$ cat src/rtl/regfile_dump_reader_if.sv
// Stream interface for (address, data) beats leaving the register-file sweeper.
interface regfile_dump_reader_if #(
  parameter int unsigned N = 8,
  parameter int unsigned M = 3
);
  logic [N-1:0] out_data;
  logic [M-1:0] out_addr;
  logic         out_valid;
  logic         out_ready;

  modport master (
    output out_data,
    output out_addr,
    output out_valid,
    input  out_ready
  );

  modport slave (
    input  out_data,
    input  out_addr,
    input  out_valid,
    output out_ready
  );
endinterface

$ cat src/rtl/regfile_dump_reader.sv
// Read-side sweeper for a 2-read/1-write register file: reads registers in
// even/odd pairs and streams each value out as an (address, data) beat.
module regfile_dump_reader #(
  parameter int unsigned N = 8,
  parameter int unsigned M = 3
) (
  input  logic                  clk,
  input  logic                  rst,
  input  logic                  start,
  input  logic                  abort,
  output logic [M-1:0]          ra1,
  output logic [M-1:0]          ra2,
  input  logic [N-1:0]          rd1,
  input  logic [N-1:0]          rd2,
  regfile_dump_reader_if.master ob,
  output logic                  busy,
  output logic                  done
);

  typedef enum logic [2:0] {StIdle, StFetch, StSend0, StSend1, StDone} state_e;

  // Address of the last (odd) register; the sweep ends after its beat.
  localparam logic [M-1:0] LastOdd = {M{1'b1}};

  state_e       state_q;
  logic [M-1:0] ptr_q;
  logic [N-1:0] buf0_q;
  logic [N-1:0] buf1_q;
  logic [M-1:0] ptr_odd;

  // ptr is always even, so +1 never wraps.
  assign ptr_odd = ptr_q + M'(1);
  assign ra1     = ptr_q;
  assign ra2     = ptr_odd;

  // Sweep FSM: capture a pair in FETCH, then offer its two beats.
  always_ff @(posedge clk or negedge rst) begin
    if (!rst) begin
      state_q <= StIdle;
      ptr_q   <= '0;
      buf0_q  <= '0;
      buf1_q  <= '0;
    end else if (abort && state_q != StIdle) begin
      // Abort wins over a simultaneous handshake; the beat is dropped.
      state_q <= StIdle;
      ptr_q   <= '0;
    end else begin
      case (state_q)
        StIdle: begin
          if (start) begin
            state_q <= StFetch;
            ptr_q   <= '0;
          end
        end
        StFetch: begin
          // Only sampling point: later writes to this pair are not seen.
          buf0_q  <= rd1;
          buf1_q  <= rd2;
          state_q <= StSend0;
        end
        StSend0: begin
          if (ob.out_ready) begin
            state_q <= StSend1;
          end
        end
        StSend1: begin
          if (ob.out_ready) begin
            if (ptr_odd == LastOdd) begin
              state_q <= StDone;
            end else begin
              ptr_q   <= ptr_q + M'(2);
              state_q <= StFetch;
            end
          end
        end
        StDone: begin
          state_q <= StIdle;
          ptr_q   <= '0;
        end
        default: begin
          state_q <= StIdle;
          ptr_q   <= '0;
        end
      endcase
    end
  end

  // Outputs decode only flop state, so they are glitch-free and read 0 when idle.
  always_comb begin
    ob.out_valid = 1'b0;
    ob.out_data  = '0;
    ob.out_addr  = '0;
    case (state_q)
      StSend0: begin
        ob.out_valid = 1'b1;
        ob.out_data  = buf0_q;
        ob.out_addr  = ptr_q;
      end
      StSend1: begin
        ob.out_valid = 1'b1;
        ob.out_data  = buf1_q;
        ob.out_addr  = ptr_odd;
      end
      default: ;
    endcase
  end

  // Status flags.
  always_comb begin
    busy = (state_q != StIdle);
    done = (state_q == StDone);
  end

endmodule

$ cat src/flat_wrapper.sv
// flat-port wrapper written by rule: the top's interface ports become plain ports
module regfile_dump_reader_flat 
#(
  parameter int unsigned N = 8,
  parameter int unsigned M = 3
)
  (clk, rst, start, abort, ra1, ra2, rd1, rd2, busy, done, ob_out_data, ob_out_addr, ob_out_valid, ob_out_ready);
  regfile_dump_reader_if #(.N(N), .M(M)) ob_i ();
  input  logic clk;
  input  logic rst;
  input  logic start;
  input  logic abort;
  output logic [M-1:0] ra1;
  output logic [M-1:0] ra2;
  input  logic [N-1:0] rd1;
  input  logic [N-1:0] rd2;
  output logic busy;
  output logic done;
  output wire logic [$bits(ob_i.out_data)-1:0] ob_out_data;
  output wire logic [$bits(ob_i.out_addr)-1:0] ob_out_addr;
  output wire logic [$bits(ob_i.out_valid)-1:0] ob_out_valid;
  input wire logic [$bits(ob_i.out_ready)-1:0] ob_out_ready;
  assign ob_out_data = ob_i.out_data;
  assign ob_out_addr = ob_i.out_addr;
  assign ob_out_valid = ob_i.out_valid;
  assign ob_i.out_ready = ob_out_ready;
  regfile_dump_reader #(.N(N), .M(M)) u_core (.clk(clk), .rst(rst), .start(start), .abort(abort), .ra1(ra1), .ra2(ra2), .rd1(rd1), .rd2(rd2), .ob(ob_i), .busy(busy), .done(done));
endmodule
$ cat config.mk
export PLATFORM = sky130hd
export DESIGN_NAME = regfile_dump_reader_flat
export DESIGN_NICKNAME = d
export VERILOG_FILES = /design/src/rtl/regfile_dump_reader_if.sv /design/src/rtl/regfile_dump_reader.sv /design/src/flat_wrapper.sv
export SDC_FILE = /design/constraint.sdc
export NUM_CORES = 1
export LEC_CHECK = 0
export CAP_MARGIN = 20
export CORE_MARGIN = 2
export CORE_UTILIZATION = 43
export CTS_CLUSTER_SIZE = 14
export DETAILED_ROUTE_END_ITERATION = 8
export PLACE_DENSITY = 0.78
export RECOVER_POWER = 25
export SETUP_SLACK_MARGIN = 0.02
export SLEW_MARGIN = 25
export SYNTH_ARGS = -nofsm -noshare
export SYNTH_HDL_FRONTEND = slang
export SYNTH_SLANG_ARGS = --single-unit
$ cat constraint.sdc
create_clock -name clk -period 2.25 [get_ports clk]
set_input_delay 0.3375 -clock clk [delete_from_list [all_inputs] [get_ports clk]]
set_output_delay 0.3375 -clock clk [all_outputs]
set_load 0.005 [all_outputs]
==> flow_metrics.tcl, run 1 <==
set metrics [dict create \
    drc_errors 0 \
    setup.worst_path.start "u_core.state_q[0]" \
    postCtsHoldBufs 0 \
    synth_seq_area_share_pct 47.03 \
    final_cell_area_um2 1511 \
    fin_crit_ns 2.070 \
    die-area_um2 3022 \
    synth_top_area_share_pct 47.03 \
    synthArstFlopShare_pct 100.0 \
    globalplace.congestion 0.7051 \
    cts_tree "built" \
    grt_pass1_vias 806 \
    synth_top_cell_by_area "dfrtp_1" \
    syn-num-nets 118 \
    n_antenna_cell 0 \
    rows 18 \
    coreArea_um2 2477 \
    cp_max_fo 18 \
    wl_um 2135 \
    swShare_pct 29.05 \
    arrival_ns 1.73 \
    wire_per_inst_um 13.18 \
    synth_area_leaders "dfrtp_1 47%, mux2_2 16%, mux2i_1 8.1%" \
    clkPwrFrac_pct 14.3 \
    synth_warnings 0 \
    crit_slowest_cell "dfrtp_2" \
    period_share_pct 92.02 \
    end_kind "primary output" \
    first_iter_violations 3 \
    syn_inst 96 \
    vias 817 \
    grt_pass1_wl_um 3243 \
    grt_usage_pct 15.13 \
    cts-root-buf "clkbuf_4" \
    power_leakage_nw 0.6445 \
    h-tree-depth 1 \
    synth_cell_types 27 \
    power_frac_comb_pct 35.7 \
    clock_latency_ns 0.30 \
    sequentialPowerShare_pct 50.0 \
    p_sw_w 0.0003653 \
    p_total_w 0.001258 \
    io_buffers 38 \
    die_h_um 54.98 \
    power.internal_w 0.0008924 \
    power_density_nw_per_um2 832.2 \
    place_area_um2 1485 \
    tightest_slew_ns 1.148 \
    synth_edf_count 0 \
    holdCritPathClass "reg -> reg" \
    worstPathCellList "or3_1, clkdlybuf4s50_1" \
    fin_skew_ns 0.009107 \
    grt_max_degree 22 \
    max_stage_delay_ns 0.58 \
    pre_cts_ws_ns 0.2745 \
    setup_slack_ns 0.1796 \
    numCtsBuffers 3 \
    synth.avg_cell_area_um2 11.64 \
    synth_ff_type "dfrtp_1" \
    drive_above_1_share_pct 20.45 \
    clkSinkCount 21 \
    antenna_found_initial 0 \
    synth_area_um2 1117 \
    start_util_pct 45.10 \
    reg2reg_from "u_core.state_q[0]" \
    relSlewSlack_pct 23.50 \
    area_growth_pct 35.27 \
    start_kind "flop" \
    place_hpwl_um 1590 \
    fill_cells 236 \
    post_cts_buffers 0 \
    finalSetupViolCount 0 \
    hold_viol_final 0 \
    fmax_mhz 483.0 \
    slew_violations 0 \
    worstPathRequired_ns 1.91 \
    synth-seq-cells 21 \
    critical_path_class "reg -> out" \
    outcome "finished clean" \
    ir_drop_uv 538.4 \
    nets 155 \
    cts_max_path_buffers 2 \
    critPathTopFamily "flip-flops" \
    die_w_um 54.98 \
    via_per_inst 5.043 \
    rsz0062_at_grt "no" \
    gr-total-overflow 0 \
    drv_cap 0 \
    ios 41 \
    firstDrtPassIters 3 \
    min_from "u_core.buf0_q[4]" \
    clk_pin_slew_ns 0.11 \
    ant_nets 0 \
    fin_tns_setup_ns 0 \
    cp_num_buf_inv 1 \
]
==> worst reg2reg max path: cells and delay by family, from the launching register on <==
kind | cells | cell delay [ns]
multiplexers | 1 | 0.30
flip-flops | 1 | 0.64
AO/OA/AOI/OAI | 1 | 0.23
AND/OR/NAND/NOR | 2 | 0.45
==> cell usage after synthesis, types with 2 or more instances <==
cell	n
buf_4	5
mux2_2	16
conb_1	2
inv_1	3
and2_1	4
nor2_1	10
nand2_1	3
buf_6	3
a21oi_1	2
dfrtp_1	21
mux2i_1	9
or3_1	2
nor3_1	2
==> power by group through the flow <==
| stage | Sequential [W] | Combinational [W] | Clock, W |
|---|---|---|---|
| floorplan | 0.000586 | 0.000324 | 0 |
| global placement | 0.000627 | 0.000442 | 0 |
| detailed placement | 0.000632 | 0.000456 | 0 |
| CTS | 0.000627 | 0.000457 | 0.000188 |
| global route | 0.000650 | 0.000496 | 0.000200 |
| finish | 0.000629 | 0.000449 | 0.000180 |
==> metal layers <==
layer	up-vias	wire length, µm	track usage (%)
li1	394	-	-
met1	397	958	18.90
met2	26	1053	26.98
met3	0	123	2.419
met4	0	0	4.065
met5	-	0	0
==> placed cells by master, fill, tap and decap left out, types with 2 or more instances in the layout <==
cell	netlist	routed
and2_1	4	4
inv_1	3	3
conb_1	2	2
mux2i_1	9	9
clkbuf_4	0	3
buf_4	5	3
a21oi_1	2	2
nor2_1	10	10
clkdlybuf4s50_1	0	37
nor3_1	2	2
nand2_1	3	3
or3_1	2	2
mux2_2	16	16
dfrtp_1	21	20
clkbuf_1	1	2
==> cell families after synthesis <==
group | after synthesis | share of synthesized area, %
adders and majority gates | 1 | 1.120
AOI/OAI and AO/OA | 6 | 3.920
DFF | 21 | 47.03
other | 2 | 0.6721
muxes | 26 | 25.53
buffers and inverters | 13 | 8.174
and+or+nand+nor | 27 | 13.55
==> timing repair <==
action,CTS,global route
endpoints found under the setup margin,8,3
resized for setup,1,1
endpoints found under the hold margin,0,0
==> registers in the layout (all words and copies together), names as in the netlist <==
register / flops
u_core.buf0_q: 8
u_core.state_q: 3
u_core.ra1: 2
u_core.buf1_q: 8
==> path summary, 6_finish.rpt <==
path                                     endpoint  slack [ns]  cells after the start
worst max-delay path                         busy        0.18                      2
worst min-delay path             u_core.buf0_q[4]        0.52                      1
worst max register to register      u_core.ra1[1]        0.54                      4
worst min register to register   u_core.buf0_q[4]        0.52                      1
max in group asynchronous       u_core.state_q[0]        0.72                      2
min in group asynchronous       u_core.state_q[2]        0.76                      2
==> through the flow <==
stage	util (%)	cells	hold WS, ns
2_1_floorplan	-	96	0.04191
3_3_place_gp	59.95	158	0.4889
3_5_place_dp	59.95	158	0.4961
4_1_cts	61.06	162	0.3592
5_1_grt	61.01	162	0.5409
6_report	61.01	162	0.5187
==> cell type report <==
type	instances	area [µm²]	area share, %
flip-flops and latches	21	526.8	34.85
repair buffers	42	406.6	26.90
clock buffers	4	26.28	1.738
multi-input cells	62	503.0	33.28
well taps	30	37.54	2.483
inverters	3	11.26	0.7450
Note: power is estimated with default switching activity, not from simulation.
==> inputs of run 2 (changes only) <==
--- a/config.mk
+++ b/config.mk
@@ -12,2 +12,3 @@
 export DETAILED_ROUTE_END_ITERATION = 8
+export HOLD_SLACK_MARGIN = 0.08
 export PLACE_DENSITY = 0.78
@@ -15,3 +16,3 @@
 export SETUP_SLACK_MARGIN = 0.02
-export SLEW_MARGIN = 25
+export SLEW_MARGIN = 0
 export SYNTH_ARGS = -nofsm -noshare
--- a/constraint.sdc
+++ b/constraint.sdc
@@ -3,2 +3,2 @@
 set_output_delay 0.3375 -clock clk [all_outputs]
-set_load 0.005 [all_outputs]
+set_load 0.02 [all_outputs]
==> flow_metrics.tcl, run 2 (same netlist as run 1, synthesis figures left out) <==
set metrics [dict create \
    outcome "finished clean" \
    start_util_pct 45.10 \
    setup.worst_path.start "u_core.state_q[0]" \
    p_sw_w 0.0004103 \
    slew_violations 0 \
    firstDrtPassIters 4 \
    wl_um 2166 \
    drv_cap 0 \
    n_antenna_cell 0 \
    r2r-end "u_core.ra1[1]" \
    worstPathRequired_ns 1.91 \
    final_common_cell "clkdlybuf4s50_1" \
    fmax_mhz 477.9 \
    cts_tree "built" \
    end_kind "primary output" \
    cts-root-buf "clkbuf_4" \
    relSlewSlack_pct 25.70 \
    grt_pass1_vias 818 \
    power_frac_comb_pct 40.9 \
    layout_common_cells "33 x clkdlybuf4s50_1, 21 x dfrtp_1, 16 x mux2_2" \
    endpoint "done" \
    period_share_pct 93.00 \
    cp_max_fo 14 \
    rows 18 \
    postCtsHoldBufs 0 \
    holdCritPathClass "reg -> reg" \
    die_w_um 54.98 \
    grt_usage_pct 16.68 \
    first_iter_violations 9 \
    numCtsBuffers 3 \
    reg2reg_from "u_core.state_q[0]" \
    rsz0062_at_grt "no" \
    min_from "u_core.buf1_q[5]" \
    gr-total-overflow 0 \
    area_growth_pct 37.40 \
    pre_cts_ws_ns 0.3114 \
    grt_max_degree 22 \
    h-tree-depth 1 \
    top_regs "u_core.buf0_q x8, u_core.buf1_q x8, u_core.state_q x3" \
    post-route-util_pct 61.97 \
    arrival_ns 1.76 \
    ios 41 \
    hold_viol_final 0 \
    drc_errors 0 \
    power.internal_w 0.0009003 \
    rr_worst_depth 5 \
    sequentialPowerShare_pct 45.9 \
    clk_pin_slew_ns 0.11 \
    ir_drop_uv 613.0 \
    place_hpwl_um 1668 \
    power_leakage_nw 0.7202 \
    final_cell_area_um2 1535 \
    fill_cells 197 \
    critical_path_class "reg -> out" \
    drive_above_1_share_pct 20.90 \
    grt_pass1_wl_um 3560 \
    fin_crit_ns 2.093 \
    swShare_pct 31.30 \
    clkPwrFrac_pct 13.2 \
    r2r_setup_slack_ns 0.63 \
    vias 825 \
    fin_tns_setup_ns 0 \
    via_per_inst 5.030 \
    wire_per_inst_um 13.21 \
    ant_nets 0 \
    fin_skew_ns 0.003770 \
    dp.cells 160 \
    clkSinkCount 21 \
    globalplace.congestion 0.7568 \
    finalSetupViolCount 0 \
    tightest_slew_ns 1.115 \
    final_cells 164 \
    power_density_nw_per_um2 853.7 \
    coreArea_um2 2477 \
    cts_max_path_buffers 2 \
    clock_latency_ns 0.29 \
    setup_slack_ns 0.1574 \
    die_h_um 54.98 \
    antenna_found_initial 0 \
    die-area_um2 3022 \
    nets 157 \
    io_buffers 38 \
    place_area_um2 1500 \
    start_kind "flop" \
]
==> run 2: cell types whose count changed in the layout (fill, tap and decap cells not counted) <==
cell / previous run / this run
clkdlybuf4s50_1: 37 / 33
dlymetal6s2s_1: 0 / 4
buf_4: 3 / 5
dfrtp_1: 20 / 21
dfrtp_2: 1 / 0
==> run 2: worst min-delay path by stage <==
| stage | endpoint | slack, ns | cells past startpoint |
|---|---|---|---|
| after floorplan | u_core.buf0_q[0] | 0.04 | 0 |
| after global placement | u_core.buf0_q[1] | 0.49 | 1 |
| after detailed placement | u_core.buf1_q[6] | 0.50 | 1 |
| after CTS | u_core.ra1[1] | 0.37 | 2 |
| after global routing | u_core.buf0_q[3] | 0.53 | 1 |
| final | u_core.buf1_q[5] | 0.51 | 1 |
==> run 2: layer usage <==
metal	vias up	wire length, µm	track usage (%)
met5	-	0	0
met4	0	0	2.439
met3	0	154	3.763
met2	39	1038	28.17
met1	383	974	22.38
li1	403	-	-
==> run 2: power by group through the flow <==
stage / Combinational, W / Sequential (W) / Clock (W)
after CTS: 0.000546 / 0.000603 / 0.000183
after global routing: 0.000592 / 0.000622 / 0.000205
final: 0.000536 / 0.000602 / 0.000173
after detailed placement: 0.000542 / 0.000611 / 0
after floorplan: 0.000377 / 0.000588 / 0
after global placement: 0.000528 / 0.000601 / 0
==> run 2: cell type report <==
class	count	area (µm²)	area share (%)
inverters	3	11.26	0.7335
flip-flops and latches	21	525.5	34.23
multi-input cells	62	503.0	32.76
repair buffers	44	431.7	28.12
clock buffers	4	26.28	1.711
well taps	30	37.54	2.445
==> run 2: timing repair <==
item | CTS | global route
gates cloned | 0 | 0
setup endpoints to repair | 3 | 4
endpoints found under the hold margin | 0 | 0
setup buffers | 0 | 0
gates resized for setup | 1 | 4
==> run 2: metrics by stage <==
stage | total power (W) | hold slack [ns]
3_5_place_dp | 0.001153 | 0.4958
4_1_cts | 0.001332 | 0.3728
2_1_floorplan | 0.0009647 | 0.04191
5_1_grt | 0.001418 | 0.5345
6_report | 0.001311 | 0.5147
3_3_place_gp | 0.001129 | 0.4897
==> run 2: critical path: stages, from the launching register on <==
cell,delay [ns]
dfrtp_1,0.39
buf_4,0.20
nor2_2,0.16
and2_1,0.13
clkdlybuf4s50_1,0.59
